$ cat src/rtl/uart_rx.sv
// 8N1-style UART receiver with 16x oversampling, 2-flop input synchronizer and
// one-cycle strobes for a good byte (o_valid) or a low stop bit (o_frame_error).
module uart_rx #(
  parameter int unsigned NB_DATA = 8,
  parameter int unsigned SB_TICK = 16,
  parameter int unsigned DIVISOR = 163
) (
  input  logic               i_clock,
  input  logic               i_reset,
  input  logic               i_rx,
  output logic [NB_DATA-1:0] o_data,
  output logic               o_valid,
  output logic               o_frame_error
);

  localparam int unsigned TW = (DIVISOR > 1) ? $clog2(DIVISOR) : 1;
  localparam int unsigned NW = (NB_DATA > 1) ? $clog2(NB_DATA) : 1;
  localparam int unsigned SW = 4;

  localparam logic [TW-1:0] TICK_MAX = TW'(DIVISOR - 1);
  localparam logic [SW-1:0] S_MID    = SW'(7);
  localparam logic [SW-1:0] S_END    = SW'(15);
  localparam logic [SW-1:0] S_STOP   = SW'(SB_TICK - 1);
  localparam logic [NW-1:0] N_LAST   = NW'(NB_DATA - 1);

  typedef enum logic [1:0] {
    IDLE  = 2'd0,
    START = 2'd1,
    DATA  = 2'd2,
    STOP  = 2'd3
  } state_t;

  logic               rx_meta;
  logic               rx_s;
  logic [TW-1:0]      div_q;
  logic               tick;

  state_t             state_q, state_d;
  logic [SW-1:0]      s_q, s_d;
  logic [NW-1:0]      n_q, n_d;
  logic [NB_DATA-1:0] b_q, b_d;
  logic [NB_DATA-1:0] data_q, data_d;
  logic               valid_q, valid_d;
  logic               ferr_q, ferr_d;

  // Line is idle high, so the synchronizer resets to 1 to avoid a false start.
  always_ff @(posedge i_clock or posedge i_reset) begin
    if (i_reset) begin
      rx_meta <= 1'b1;
      rx_s    <= 1'b1;
    end else begin
      rx_meta <= i_rx;
      rx_s    <= rx_meta;
    end
  end

  // Free-running oversampling tick generator.
  assign tick = (div_q == TICK_MAX);

  always_ff @(posedge i_clock or posedge i_reset) begin
    if (i_reset) begin
      div_q <= '0;
    end else if (tick) begin
      div_q <= '0;
    end else begin
      div_q <= div_q + TW'(1);
    end
  end

  // Frame state and output registers.
  always_ff @(posedge i_clock or posedge i_reset) begin
    if (i_reset) begin
      state_q <= IDLE;
      s_q     <= '0;
      n_q     <= '0;
      b_q     <= '0;
      data_q  <= '0;
      valid_q <= 1'b0;
      ferr_q  <= 1'b0;
    end else begin
      state_q <= state_d;
      s_q     <= s_d;
      n_q     <= n_d;
      b_q     <= b_d;
      data_q  <= data_d;
      valid_q <= valid_d;
      ferr_q  <= ferr_d;
    end
  end

  always_comb begin
    state_d = state_q;
    s_d     = s_q;
    n_d     = n_q;
    b_d     = b_q;
    data_d  = data_q;
    valid_d = 1'b0;
    ferr_d  = 1'b0;

    case (state_q)
      IDLE: begin
        if (!rx_s) begin
          s_d     = '0;
          state_d = START;
        end
      end

      // Re-check the line at mid start bit; a high here was a glitch.
      START: begin
        if (tick) begin
          if (s_q == S_MID) begin
            if (!rx_s) begin
              s_d     = '0;
              n_d     = '0;
              state_d = DATA;
            end else begin
              state_d = IDLE;
            end
          end else begin
            s_d = s_q + SW'(1);
          end
        end
      end

      DATA: begin
        if (tick) begin
          if (s_q == S_END) begin
            s_d = '0;
            b_d = {rx_s, b_q[NB_DATA-1:1]};
            if (n_q == N_LAST) begin
              state_d = STOP;
            end else begin
              n_d = n_q + NW'(1);
            end
          end else begin
            s_d = s_q + SW'(1);
          end
        end
      end

      STOP: begin
        if (tick) begin
          if (s_q == S_STOP) begin
            state_d = IDLE;
            if (rx_s) begin
              data_d  = b_q;
              valid_d = 1'b1;
            end else begin
              ferr_d  = 1'b1;
            end
          end else begin
            s_d = s_q + SW'(1);
          end
        end
      end

      default: state_d = IDLE;
    endcase
  end

  assign o_data        = data_q;
  assign o_valid       = valid_q;
  assign o_frame_error = ferr_q;

endmodule

$ cat config.mk
export PLATFORM = sky130hd
export DESIGN_NAME = uart_rx
export DESIGN_NICKNAME = d
export VERILOG_FILES = /design/src/rtl/uart_rx.sv
export SDC_FILE = /design/constraint.sdc
export NUM_CORES = 1
export LEC_CHECK = 0
export ABC_AREA = 1
export CAP_MARGIN = 5
export CORE_MARGIN = 2
export CORE_UTILIZATION = 55
export DETAILED_ROUTE_END_ITERATION = 7
export GPL_ROUTABILITY_DRIVEN = 0
export PLACE_DENSITY = 0.83
export SETUP_SLACK_MARGIN = 0.02
export SLEW_MARGIN = 20
export SYNTH_ARGS = -nofsm -noshare
export SYNTH_HDL_FRONTEND = slang
export SYNTH_SLANG_ARGS = --single-unit
$ cat constraint.sdc
create_clock -name i_clock -period 1.8 [get_ports i_clock]
set_input_delay 0.36 -clock i_clock [delete_from_list [all_inputs] [get_ports i_clock]]
set_output_delay 0.36 -clock i_clock [all_outputs]
set_load 0.01 [all_outputs]
==> impl_results.md <==
* Clk slew on worst S/H paths at 0.11 ns
* Hold Path Class: in -> async
* Synthesized area at 0.00190 mm2
* Synth-to-layout area growth at 11.9%
* Max IR drop VDD at 444 uV
* Switching share of power at 0.230
* Core Region at between 0.003 and 0.004 mm2
* Cells after Synth at 210
* Max Clk Rate at roughly 610 MHz
* Logic gate share of total power at 0.022
* Initial DRC Count at 67
* Initial antenna violation count at 0
* Vias in the first global route at 1,296
* Layout Utilization at 0.636
* N_diodes at 0
* FILL cells at 293
* WP data arrival at 1.27 ns
* Die area at 0.00393 mm2
* Crit-path cells: clkdlybuf4s50_1
* Kind of cell adding the most delay to the critical path: buffers and inverters
* Clk network pwr share at 0.328
* Pwr dens at 607 mW/mm2
* WL per Instance at 11.3 um
* Row Count at 21
* Port Buf Inserts at 12
* Detail Route Antenna Nets at 0
* Num CTS Buffers at 5
* Post-Syn Nets at 218
* CTS H-tree depth at 2
* Root buffer cell: clkbuf_4
* Commonest cells after routing, fill and taps aside: nand2_1 (57), dfrtp_1 (35), inv_1 (28)
* Sequential Power Share at 0.650
* Final Max Tran Viols at 0
* Yosys cell types at 26
* Setup Viol. Count Final at 0
* Setup crit end kind: output pin
* Via count at 1,342
* Commonest non-fill, non-tap cell in the layout: nand2_1
* Slew at the pin closest to its max-slew limit at 0.303 ns
* Int Power at 0.000993 W
* RSZ-0062 raised after global routing: false
* Post-Route WL at between 3 and 4 mm
* CP max FO at 2
* Seq/Total Area, Yosys at 0.489
* CTS resizes at 0
* Final Cycle Share at 0.906
* Drt pass-1 iters at 4
* Clock buffer depth at 2
* Worst Setup Start Kind: flop
* Slowest cell delay on critical path at around 0.54 ns
* Final HPWL DP at 2.24 mm
* First-pass GRT wire length at approximately 5.7 mm
* Setup TNS at 0 ns
* Total GRT Usage at 0.187
* Avg Inst Size Synth at 9.03 um2
* Hold buffers post-CTS at 0
* Worst skew pair latency at 0.35 ns
* CTS tree: done
* Setup bufs post-CTS at 0
* Slew headroom at 0.797
* Initial Util at 0.568
* Critical Path RT at around 1.4 ns
* Gr ovfl total at 0
* Final min period at 1.63 ns
* YS warnings at 0
* Largest net degree at the start of global routing at 38
* Die height at around 63 um
* # DRC at 0
* Number of max-cap violations at 0
* Hold Violations, Final at 0
* Final Skew at 0.00977 ns
* Final #Nets at 236
* Psw at 0.000297 W
* Status: finished, final reports clean
* Via density at 4.88
* Share of cells above drive strength 1 at 0.214
* Crit path kind: reg -> out
* Slowest cell on the critical path: clkdlybuf4s50_1
* IO Count at 13
* Buffer and inverter count on the worst path at 1
* Leak at between 1 and 1.5 nW
* Die W at 62.7 um
* Clk sinks at 37
* Seq cells post-synth at 37
==> registers in the layout (all words and copies together) (netlist names), named ones only <==
register and count:
s_q 4, o_data 8, rx_s 1, rx_meta 1
state_q 1, o_valid 1, div_q 8, n_q 3
b_q 8, o_frame_error 1
==> cell type report <==
cell class              count  area (um2)  area share
clock buffers               6        41.3      0.0194
clock inverters             2        10.0     0.00471
inverters                  33         124      0.0583
multi-input cells         138         822       0.387
flip-flops and latches     37         928       0.437
well taps                  46        57.6      0.0271
repair buffers             13         140      0.0660
==> logic make-up after synthesis <==
kind of cell	count (synthesis)	share of synthesized area
AO/OA/AOI/OAI	19	0.0811
buffers and inverters	35	0.0772
flip-flops	37	0.489
adder cells (fa/ha/maj)	5	0.0330
AND/OR/NAND/NOR	110	0.301
XOR/XNOR	4	0.0185
==> Yosys cell counts, drive strengths merged <==
master	instances	area [um2]
nor2	19	119
nor3	3	15.0
nand2	64	263
o21bai	1	7.51
a21oi	2	13.8
nand3b	3	26.3
nand4	5	31.3
dfrtp	35	876
nand3	15	110
ha	5	62.6
and2	1	6.26
o21ai	16	133
xor2	4	35.0
dfstp	2	52.6
buf	2	22.5
inv	33	124
==> layer usage <==
layer	vias to the layer above	global-route usage	share of wire
met4	0	0.0833	0.020
met5	-	0	0
li1	693	-	-
met3	8	0.0505	0.032
met1	627	0.231	0.46
met2	14	0.306	0.48
==> power groups by stage <==
stage	Combinational, W	Clock, W	Sequential [W]
after floorplan	0.0000151	0	0.000853
after global placement	0.0000297	0	0.000854
after detailed placement	0.0000300	0	0.000854
after CTS	0.0000299	0.000426	0.000838
after global routing	0.0000333	0.000476	0.000839
final	0.0000282	0.000423	0.000838
==> stage by stage <==
stage          std cells  setup WS, ns  area, um2  hold slack [ns]  total power, W
4_1_cts              275         0.173       2120            0.369         0.00129
3_3_place_gp         267         0.295       2070            0.346        0.000884
3_5_place_dp         267         0.211       2070            0.353        0.000884
6_report             275         0.168       2120            0.353         0.00129
5_1_grt              275        0.0348       2120            0.362         0.00135
2_1_floorplan        210         0.371       1900            0.345        0.000868
==> path summary, 6_finish.rpt <==
path                            startpoint         to  slack [ns]  cells past startpoint
worst max-delay path             o_data[1]  o_data[1]        0.17                      1
worst min-delay path               i_reset  o_data[2]        0.35                      3
worst max register to register    div_q[0]  o_data[2]        0.20                      7
worst min register to register     rx_meta       rx_s        0.37                      0
max in group asynchronous          i_reset    rx_meta        1.19                      3
min in group i_clock               rx_meta       rx_s        0.37                      0
No activity file was read; power rests on OpenSTA's default activity.
==> variant 1, RTL diff (same settings) <==
`NB_DATA`: 8 -> 16.
--- a/src/rtl/uart_rx.sv
+++ b/src/rtl/uart_rx.sv
@@ -2,5 +2,5 @@
 // one-cycle strobes for a good byte (o_valid) or a low stop bit (o_frame_error).
 module uart_rx #(
-  parameter int unsigned NB_DATA = 8,
+  parameter int unsigned NB_DATA = 16,
   parameter int unsigned SB_TICK = 16,
   parameter int unsigned DIVISOR = 163
Ports: changed (resized o_data); port bits go from 13 to 21. The function was not compared with the original's and may differ.
==> variant 1 against the original RTL <==
  * Setup slack got worse by 0.0089 ns
  * Fmax fell by 0.54%
  * Cell area rose by 37%
  * Largest cell class unchanged
  * Global-route usage rose by 0.12 points
  * Sequential cell count rose by 17
  * Largest power group unchanged
  * Power rose by 59%
  * Wire length rose by 43%
  * Area after synthesis rose by 30%
==> variant 1: results <==
[setup_path]
ff2ff_path_depth = 10
path_delay_family = simple AND/OR/NAND/NOR gates
critPathMaxFanout = 32
worstReg2RegEnd = b_q[5]
critPathMaxStageDelay_ns = 0.42
rrSetupSlack_ns = 0.16

[drt]
via_per_inst = 5.10
drt_iter0_drc = 85
routed_wl_um = 4440
num_vias = 1914
first_pass_iters = 6
route.met3.wl_um = 177
wl_met1_um = 1930

[synthesis]
synth_compound_area_share_pct = 9.82
syn-num-nets = 297
synth_common_cells = 71 x nand2_1, 52 x dfrtp_1, 45 x inv_1, 29 x o21ai_0, 27 x nor2_1
synth_fa_ha_area_share_pct = 2.04
syn_avg_cell_area_sq_um = 8.48

[placed_design]
port_buffers = 20
dp_hpwl_um = 3050
pre_cts_ws_ns = 0.148

[clock_tree]
insertion_delay_ns = 0.30
clkTransAtPathRegs_ns = 0.09

[layout]
drive_above_1_share_pct = 10.5

[global_route]
use_met2_pct = 34.1
grtUsageMet3_pct = 4.70
grtUsageTotal_pct = 18.8
use_met1_pct = 22.2
grt_pass1_vias = 1795

[power_and_ir_drop]
p_clk_mw = 0.795
ir_drop_uv = 338
p_per_area_mw_per_mm2 = 704
swShare_pct = 20.0
p_leak_nw = 1.42
combPwrFrac_pct = 1.9

[timing]
skew_ns = 0.00508
clock.fmax_mhz = 610
hold_slack_ns = 0.275
worst_pin_slew_ns = 0.304

[outcome]
status = completed
variant 1: cell count changes after synthesis, moves of 4 or more:
| cell | delta |
|---|---|
| nor2_1 | +15 |
| dfrtp_1 | +17 |
| o21ai_2 | -14 |
| inv_1 | +17 |
| o21ai_0 | +29 |
| a21oi_1 | +9 |
| nand2_1 | +14 |
| nand3_1 | +4 |
| nor2_4 | -5 |
| buf_2 | +4 |
variant 1: worst max path at each step:
stage,endpoint,cells after the start,start
6_report,b_q[5],10,div_q[0]
2_1_floorplan,async pin,1,i_reset
4_1_cts,b_q[5],10,div_q[0]
5_1_grt,b_q[5],10,div_q[0]
3_3_place_gp,b_q[1],10,div_q[0]
3_5_place_dp,b_q[1],10,div_q[0]
variant 1: layout make-up:
type	instances	area [sq um]
clock buffer	6	72.6
sequential	54	1350
inverter	47	176
multi-input combinational	183	910
timing repair buffer	31	299
fill	353	1410
tap	52	65.1
clock inverter	2	37.5
==> variant 2, RTL diff (same settings) <==
Made on the original files. Encoding of `state_t`: now one-hot (4 bits for 4 states).
--- a/src/rtl/uart_rx.sv
+++ b/src/rtl/uart_rx.sv
@@ -24,9 +24,9 @@
   localparam logic [NW-1:0] N_LAST   = NW'(NB_DATA - 1);
 
-  typedef enum logic [1:0] {
-    IDLE  = 2'd0,
-    START = 2'd1,
-    DATA  = 2'd2,
-    STOP  = 2'd3
+  typedef enum logic [3:0] {
+    IDLE  = 4'b0001,
+    START = 4'b0010,
+    DATA  = 4'b0100,
+    STOP  = 4'b1000
   } state_t;
 
Function: same outputs for any inputs over 10 cycles, from zero or initial values and one cycle with i_reset high; not proved beyond that.
==> variant 2 against the original RTL <==
  * Clock skew fell by 0.0019 ns
  * Sequential share of layout area decreased by 4.0 points
  * Worst hold slack improved by 0.0092 ns
  * Wire length grew 29%
  * Setup slack worse by 0.043 ns
  * Die area rose by 13%
  * Sequential cell count is 2 higher
  * Final cell count grew 19%
  * Area after synthesis increased by 14%
  * Cell area up 16%
  * Critical path type is now flop to flop
  * Largest cell class is now multi-input gates
Power is not compared: it rests on default switching activity, and its combinational part moved more than twofold at a synthesized area within 25%.
==> variant 2: results <==
[synthesis]
syn-num-nets = 266
syn_avg_cell_area_sq_um = 8.36
ys_seq_area_share_pct = 45.4
synth_cell_types = 28
synth_compound_area_share_pct = 9.11
synth_fa_ha_area_share_pct = 2.90
synth_xor_area_share_pct = 1.22
synth_common_cells = 69 x nand2_1, 36 x dfrtp_1, 27 x inv_1, 21 x nand3_1, 20 x nor2_1
synth.area.top_cells = dfrtp_1 42%, nand2_1 12%, o21ai_2 6.1%

[setup_path]
ff2ff_path_depth = 8
reg2reg_from = s_q[1]
critPathMaxFanout = 5
crit_arrival_ns = 1.85
rrSetupSlack_ns = 0.13
cp_slowest_cell = dfrtp_1
worstReg2RegEnd = state_q[2]
path_delay_family = simple AND/OR/NAND/NOR gates
timing_worst_setup_path_type = flop to flop
critPathMaxStageDelay_ns = 0.43

[timing]
period_needed_ns = 1.67
skew_ns = 0.00789
worst_pin_slew_ns = 0.324

[clock_tree]
clkTransAtPathRegs_ns = 0.08
cts-root-buf = clkbuf_8
insertion_delay_ns = 0.29
cts_hold_buf = 0

[global_route]
use_met2_pct = 34.9
use_met1_pct = 28.0
grt_pass1_vias = 1642
grt_antenna_before_repair = 0
grt_pass1_wl_um = 7240
grt_max_degree = 40
grtUsageMet3_pct = 6.25

[drt]
routed_wl_um = 3990
via_per_inst = 5.07
first_pass_iters = 5
drt_iter0_drc = 142

[hold_path]
hp-class = flop to flop

[layout]
fin_nets = 286
n_fill_cell = 300
diodes = 0
layoutNonFillerInstCount = 327

[placed_design]
dp_cells = 315
pre_cts_ws_ns = 0.104
dp_hpwl_um = 2750

[outcome]
status = completed
variant 2: per-stage QoR:
| step | hold slack, ns | instance area, sq um |
|---|---|---|
| floorplan | 0.345 | 2160 |
| global placement | 0.347 | 2320 |
| detailed placement | 0.351 | 2320 |
| CTS | 0.365 | 2420 |
| global route | 0.369 | 2470 |
| finish | 0.362 | 2470 |
variant 2: power breakdown:
part / internal [mW] / switching [mW]
clock network: 0.348 / 0.308
registers: 0.955 / 0.102
logic: 0.314 / 0.665
variant 2: routing by layer:
layer	up-vias	routed length, um
li1	850	-
met1	766	1780
met2	36	1950
met3	6	208
met4	0	52
met5	-	0
variant 2: cell type report:
class	instances	area, sq um	area share [%]
multi-input cells	177	1000	40.7
flip-flops and latches	39	981	39.7
repair buffers	17	170	6.89
inverters	38	149	6.03
clock buffers	7	96.3	3.90
well taps	48	60.1	2.43
clock inverters	1	7.51	0.304
variant 2: what timing repair did:
action	in CTS	in global routing
gates resized for setup	0	4
buffers inserted	0	4
setup endpoints to repair	0	17
